==> config.mk <==
export PLATFORM = sky130hd
export DESIGN_NAME = addsub_operand_stage
export DESIGN_NICKNAME = d
export VERILOG_FILES = /design/src/rtl/addsub_operand_stage.sv
export SDC_FILE = /design/constraint.sdc
export NUM_CORES = 1
export LEC_CHECK = 0
export CAP_MARGIN = 20
export CORE_ASPECT_RATIO = 1.25
export CORE_MARGIN = 1
export CORE_UTILIZATION = 55
export CTS_CLUSTER_SIZE = 24
export DETAILED_ROUTE_END_ITERATION = 12
export PLACE_DENSITY_LB_ADDON = 0.2
export SLEW_MARGIN = 20
export SYNTH_ARGS = -nofsm -noshare
export SYNTH_HDL_FRONTEND = slang
export SYNTH_SLANG_ARGS = --single-unit
==> constraint.sdc <==
create_clock -name clock -period 7.3 [get_ports clock]
set_clock_uncertainty 0.05 [all_clocks]
set_input_delay 0.73 -clock clock [delete_from_list [all_inputs] [get_ports clock]]
set_output_delay 0.73 -clock clock [all_outputs]
set_load 0.005 [all_outputs]
==> src/rtl/addsub_operand_stage.sv <==
// Two-entry operand-issue buffer feeding the 32-bit carry-select adder; decodes ADD/SUB/INC/NEG at push.
// Optional ADDSUB_STALL_STATS_EN adds a saturating stall_count output.
module addsub_operand_stage #(
    parameter int WIDTH = 32,
    parameter int DEPTH = 2
) (
    input  logic             clock,
    input  logic             reset,
    input  logic             in_valid,
    output logic             in_ready,
    input  logic [WIDTH-1:0] in_a,
    input  logic [WIDTH-1:0] in_b,
    input  logic [1:0]       in_op,
    output logic             out_valid,
    input  logic             out_ready,
    output logic [WIDTH-1:0] add_in1,
    output logic [WIDTH-1:0] add_in2,
    output logic             add_cin,
    output logic [1:0]       out_op,
    output logic [15:0]      op_count
`ifdef ADDSUB_STALL_STATS_EN
    ,
    output logic [15:0]      stall_count
`endif
);

    localparam logic [1:0] FULL = 2'(DEPTH);

    typedef enum logic [1:0] {
        OP_ADD = 2'b00,
        OP_SUB = 2'b01,
        OP_INC = 2'b10,
        OP_NEG = 2'b11
    } op_e;

    logic [WIDTH-1:0] mem_in1 [2];
    logic [WIDTH-1:0] mem_in2 [2];
    logic             mem_cin [2];
    logic [1:0]       mem_op  [2];

    logic       head;
    logic       tail;
    logic [1:0] count;
    logic [1:0] count_next;
    logic       push;
    logic       pop;

    logic [WIDTH-1:0] dec_in1;
    logic [WIDTH-1:0] dec_in2;
    logic             dec_cin;

    assign in_ready = (count != FULL);
    assign push     = in_valid && in_ready;
    assign pop      = out_valid && out_ready;

    always_comb begin
        dec_in1 = in_a;
        dec_in2 = in_b;
        dec_cin = 1'b0;
        case (op_e'(in_op))
            OP_ADD: begin
                dec_in1 = in_a;
                dec_in2 = in_b;
                dec_cin = 1'b0;
            end
            OP_SUB: begin
                dec_in1 = in_a;
                dec_in2 = ~in_b;
                dec_cin = 1'b1;
            end
            OP_INC: begin
                dec_in1 = in_a;
                dec_in2 = '0;
                dec_cin = 1'b1;
            end
            OP_NEG: begin
                dec_in1 = '0;
                dec_in2 = ~in_b;
                dec_cin = 1'b1;
            end
            default: ;
        endcase
    end

    always_comb begin
        count_next = count + {1'b0, push} - {1'b0, pop};
    end

    // Storage needs no reset: count gates every read.
    always_ff @(posedge clock) begin
        if (push) begin
            mem_in1[tail] <= dec_in1;
            mem_in2[tail] <= dec_in2;
            mem_cin[tail] <= dec_cin;
            mem_op[tail]  <= in_op;
        end
    end

    always_ff @(posedge clock or posedge reset) begin
        if (reset) begin
            head      <= 1'b0;
            tail      <= 1'b0;
            count     <= 2'd0;
            out_valid <= 1'b0;
            add_in1   <= '0;
            add_in2   <= '0;
            add_cin   <= 1'b0;
            out_op    <= 2'b00;
            op_count  <= 16'd0;
        end else begin
            if (push) tail <= ~tail;
            if (pop) begin
                head     <= ~head;
                op_count <= op_count + 16'd1;
            end
            count     <= count_next;
            out_valid <= (count_next != 2'd0);
            // Head registers load whichever entry becomes the head next; they hold when the buffer drains.
            if (push && (count == 2'd0 || (count == 2'd1 && pop))) begin
                add_in1 <= dec_in1;
                add_in2 <= dec_in2;
                add_cin <= dec_cin;
                out_op  <= in_op;
            end else if (pop && count == FULL) begin
                add_in1 <= mem_in1[~head];
                add_in2 <= mem_in2[~head];
                add_cin <= mem_cin[~head];
                out_op  <= mem_op[~head];
            end
        end
    end

`ifdef ADDSUB_STALL_STATS_EN
    always_ff @(posedge clock or posedge reset) begin
        if (reset) begin
            stall_count <= 16'd0;
        end else if (out_valid && !out_ready && stall_count != 16'hFFFF) begin
            stall_count <= stall_count + 16'd1;
        end
    end
`endif

endmodule
* After elaboration in Yosys (flattened, before gate mapping)
Memories as Yosys holds them, arrays and structs flattened. Index checks and enable logic that the tools add are counted.
Storage, ports and cells: bits in registers 88, RAM bits 134, input port bits 70, output and inout bits 85, word-level logic and storage cells 51, memories 4
Cells by class: add/subtract/negate cells 3, equality and inequality tests 6, multiplexer cells 13, bitwise operators 3, reductions and logical operators 13
Memories:
- mem_in1 | words 2, width 32, rd ports 1, clocked after Yosys merged registers in 0, write ports 1, RTL line 36 | logic [WIDTH-1:0] mem_in1 [2];
- mem_in2 | words 2, width 32, rd ports 1, clocked after Yosys merged registers in 0, write ports 1, RTL line 37 | logic [WIDTH-1:0] mem_in2 [2];
- mem_op | words 2, width 2, rd ports 1, clocked after Yosys merged registers in 0, write ports 1, RTL line 39 | logic [1:0] mem_op [2];
- mem_cin | words 2, width 1, rd ports 1, clocked after Yosys merged registers in 0, write ports 1, RTL line 38 | logic mem_cin [2];
Operator list (count):
- $mux W32 | 4
- $pmux W32 S3 | 1
- $pmux W32 S2 | 1
- $not A32 Y32 | 1
- $add A16 B1 Y16 const B | 1
- $eq A2 B2 Y1 const B | 3
- $reduce_or A3 Y1 | 2
- $logic_and A1 B1 Y1 | 5
- $eq A2 B1 Y1 const B | 2
- $logic_not A2 Y1 | 2
- $mux W1 | 4
- $mux W2 | 2
- $reduce_bool A2 Y1 | 2
- $add A2 B1 Y2 | 1
- $ne A2 B2 Y1 const B | 1
- $not A1 Y1 | 2
- $pmux W1 S2 | 1
- $reduce_or A2 Y1 | 1
- $sub A2 B1 Y2 | 1
- $logic_or A1 B1 Y1 | 1

* Depth between registers and ports, before layout
depth after elaboration 5, mapped depth 7, mapped depth without buffers 7

* Worst setup path before layout
No wires, ideal clock.
path type input port to flip-flop, start in in_valid, end mem mem_cin[0], enable pin, library setup time 492 ps, arrival time 3636 ps, required time 6758 ps, setup slack 3122 ps, cell stages on the path 2, path buffers 0, path through nand2_1 nor2_1
Between the ends: word-level cells in the longest chain between the ends 3
RTL lines:
- start, declared | RTL line 9 | input logic in_valid,
- $logic_and A1 B1 Y1 | RTL line 53 | assign push = in_valid && in_ready;
- $mux W1 | RTL line 91 | if (push) begin
- $mux W1 (implied by the code) | RTL line 94 | mem_cin[tail] <= dec_cin;
- end, declared | RTL line 38
No other way between the ends.

* Worst setup path after layout
start in out_ready, end reg add_in2[25]
Between the ends: word-level cells in the longest chain between the ends 5, elaborated cells between the ends (all ways) 7
RTL lines:
- start, declared | RTL line 15 | input logic out_ready,
- $logic_and A1 B1 Y1 (*) | RTL line 54 | assign pop = out_valid && out_ready;
- $logic_and A1 B1 Y1 | RTL line 119 | if (push && (count == 2'd0 || (count == 2'd1 && pop))) begin
- $logic_or A1 B1 Y1 | RTL line 119
- $logic_and A1 B1 Y1 | RTL line 119
- $mux W32 / $reduce_bool A2 Y1 (equally long branches)
- end signal, assigned | RTL line 121 | add_in2 <= dec_in2;
- end signal, assigned | RTL line 126 | add_in2 <= mem_in2[~head];
- end, declared | RTL line 17 | output logic [WIDTH-1:0] add_in2,
Mark *: on every way between the ends. The rest lies on a longest branch, timed or not. A chain may end at the register's enable or synchronous reset.

==> flow_metrics.py <==
metrics = {
    "floorplanning": {
        "core_um2": 15800,
        "io_pins": 155,
        "die-area_um2": 16900,
        "num_rows": 51,
        "die_w_um": 116,
        "start_util_pct": 56.9,
        "fp.dieH_um": 145,
    },
    "synthesis": {
        "synthesis.area_um2": 9010,
        "yosysWarnings": 0,
        "yosysUniqueCellTypes": 30,
        "ys_seq_area_share_pct": 69.1,
        "synth_fp_nets": 666,
        "synth_top_area_share_pct": 44.7,
        "synthTopCellsByArea": "edfxtp_1, dfrtp_1, a221o_1",
        "synth_top_area_cell": "edfxtp_1",
        "syn_area_per_cell_um2": 15.2,
        "synthCells": 594,
        "synth-seq-cells": 222,
    },
    "cells_and_area": {
        "n_antenna_cell": 0,
        "fillers": 1119,
        "drive_gt1_share_pct": 10.7,
        "syn_to_final_growth_pct": 26.6,
        "fin_util_pct": 72.0,
        "layout_common_cells": "clkdlybuf4s50_1, edfxtp_1, dfrtp_1",
        "finalNetCount": 812,
        "fin_area_um2": 11400,
        "layout_commonest_cell": "clkdlybuf4s50_1",
    },
    "detailed_routing": {
        "dr.pass1.iters": 5,
        "via_per_inst": 5.77,
        "vias": 5574,
        "ant_nets": 0,
        "drc": 0,
        "drt-wirelength-per-cell_um": 20.1,
        "drt_iter0_markers": 429,
        "wl_um": 19400,
    },
    "flow_run": {
        "cap_violations": 0,
    },
    "worst_setup_path": {
        "worst-setup-path-type": "input port to flop",
        "cp.arrival_ns": 3.12,
        "ff2ff_path_depth": 6,
        "critical_path.max_stage_delay_ns": 0.65,
        "crit_fanout": 68,
        "required_ns": 7.61,
        "cp-start-kind": "input port",
        "path_cells": "clkdlybuf4s50_1, nand2_2, a21oi_4, buf_4, nor2b_4, buf_4, a221o_1",
        "cp-end-kind": "flop",
        "cp_common_cell": "buf_4",
        "slowest_stage": "buf_4",
    },
    "clock_tree": {
        "clockRootBuffer": "clkbuf_16",
        "clk_path_buf_depth": 3,
        "clock_sinks": 222,
        "hold_buffers": 0,
        "cts_buffers": 21,
        "htreeDepth": 1,
        "cts_setup_buffers": 0,
        "cts-resized-gates": 0,
        "worstSkewPairLatency_ns": 0.49,
        "path_clk_slew_ns": 0.06,
        "cts_tree": "done",
    },
    "sta": {
        "maxSlewViolCount": 0,
        "rsz0062_at_grt": "no",
        "fin_crit_sh_pct": 38.5,
        "worst_pin_slew_ns": 1.01,
        "finalHoldViolCount": 0,
        "fin_crit_ns": 2.81,
        "fmax_ghz": 0.356,
        "maxSlewHeadroom_pct": 32.4,
        "finalSetupViolCount": 0,
        "fin_setup_tns_ns": 0,
        "setup_slack_ns": 4.49,
    },
    "min_path": {
        "hold_depth": 1,
        "hold_path.class": "flop to flop",
    },
    "global_routing": {
        "grt_first_pass_wirelength_um": 31200,
        "overflow": 0,
        "grt_max_degree": 69,
        "antenna_found_initial": 0,
        "grt_pass1_vias": 6074,
        "grtUsageTotal_pct": 23.8,
    },
    "outcome": {
        "status": "finished, final reports clean",
    },
    "placement": {
        "gp_congestion": 0.797,
        "dp_hpwl_um": 11300,
        "placed_area_um2": 10700,
        "pre_cts_ws_ns": 3.98,
        "portBuffers": 154,
    },
    "power": {
        "ir_worst_vdd_mv": 0.328,
        "p_per_area_nw_per_um2": 387,
        "p_leak_uw": 0.00445,
    },
}
## path summary, 6_finish.rpt
| path | startpoint | end | slack [ns] |
|---|---|---|---|
| min in group asynchronous | reset | op_count[6] | 0.53 |
| min reg2reg | op_count[15] | op_count[15] | 0.44 |
| max | out_ready | add_in2[25] | 4.49 |
| max in group asynchronous | reset | head | 5.46 |
| min | op_count[15] | op_count[15] | 0.44 |
| max reg2reg | out_valid | add_in2[25] | 4.79 |
## critical path, delay by kind of cell
family / cells / cell delay [ns]
buffers and inverters: 3 / 1.54
AOI/OAI and AO/OA: 2 / 0.61
and+or+nand+nor: 2 / 0.19
## through the flow
| step | std cells | power, uW | hold WS, ns |
|---|---|---|---|
| after floorplan | 594 | 2720 | 0.411 |
| after global placement | 929 | 3290 | 0.414 |
| after detailed placement | 929 | 3350 | 0.440 |
| after CTS | 966 | 4450 | 0.449 |
| after global routing | 966 | 4620 | 0.457 |
| final | 966 | 4410 | 0.444 |
## cell families (layout without fill, tap and decap cells)
logic type / Yosys count / count (layout) / share of synthesized area, %
AND/OR/NAND/NOR: 138 / 138 / 7.33
flip-flops: 222 / 222 / 69.1
AO/OA/AOI/OAI: 70 / 70 / 7.64
multiplexers: 100 / 100 / 11.6
adder cells (fa/ha/maj): 2 / 2 / 0.278
buffers and inverters: 44 / 204 / 2.32
XOR/XNOR: 18 / 18 / 1.75
## metal layers
layer / GRT usage [%] / wire (um) / part of all wire (%)
met1: 31.6 / 7930 / 41
met2: 40.1 / 10100 / 52
met3: 3.72 / 1060 / 5.5
met4: 6.99 / 365 / 1.9
met5: 0 / 0 / 0
## registers in the layout, indices dropped and copies added (netlist names)
register / count
count: 2
mem_in1: 64
mem_in2: 64
out_op: 2
mem_cin: 2
mem_op: 4
add_cin: 1
out_valid: 1
add_in1: 32
tail: 1
add_in2: 32
head: 1
op_count: 16
## layout make-up
type | count | area [um2] | area share, %
clock inverter | 9 | 121 | 1.06
multi-input combinational | 328 | 2600 | 22.8
timing repair buffer | 162 | 1600 | 14.0
sequential | 222 | 6230 | 54.6
tap | 212 | 265 | 2.33
inverter | 5 | 21.3 | 0.187
clock buffer | 28 | 562 | 4.93
## cells in the mapped netlist
cell	count
buf_2	11
a21boi_0	1
or2_2	1
clkbuf_1	24
nand3_1	5
xor2_1	4
or3b_2	1
nand2b_1	3
mux2_2	33
nor3_1	3
buf_6	4
and4_1	1
nand2_1	10
inv_1	5
xnor2_1	14
dfrtp_1	88
ha_1	2
a221o_1	67
mux2i_1	67
and2_1	33
nor4_1	2
nand4_1	2
a21oi_1	1
and3_1	2
o21ai_0	1
nor2b_4	1
edfxtp_1	134
nand2_2	1
or2_1	1
nor2_1	72
## power by group
part	internal, uW	leakage (uW)	switching, uW
sequential	1760	0.00237	246
clock	648	0.000334	443
combinational	735	0.00175	587
No activity file was read; power rests on OpenSTA's default activity.
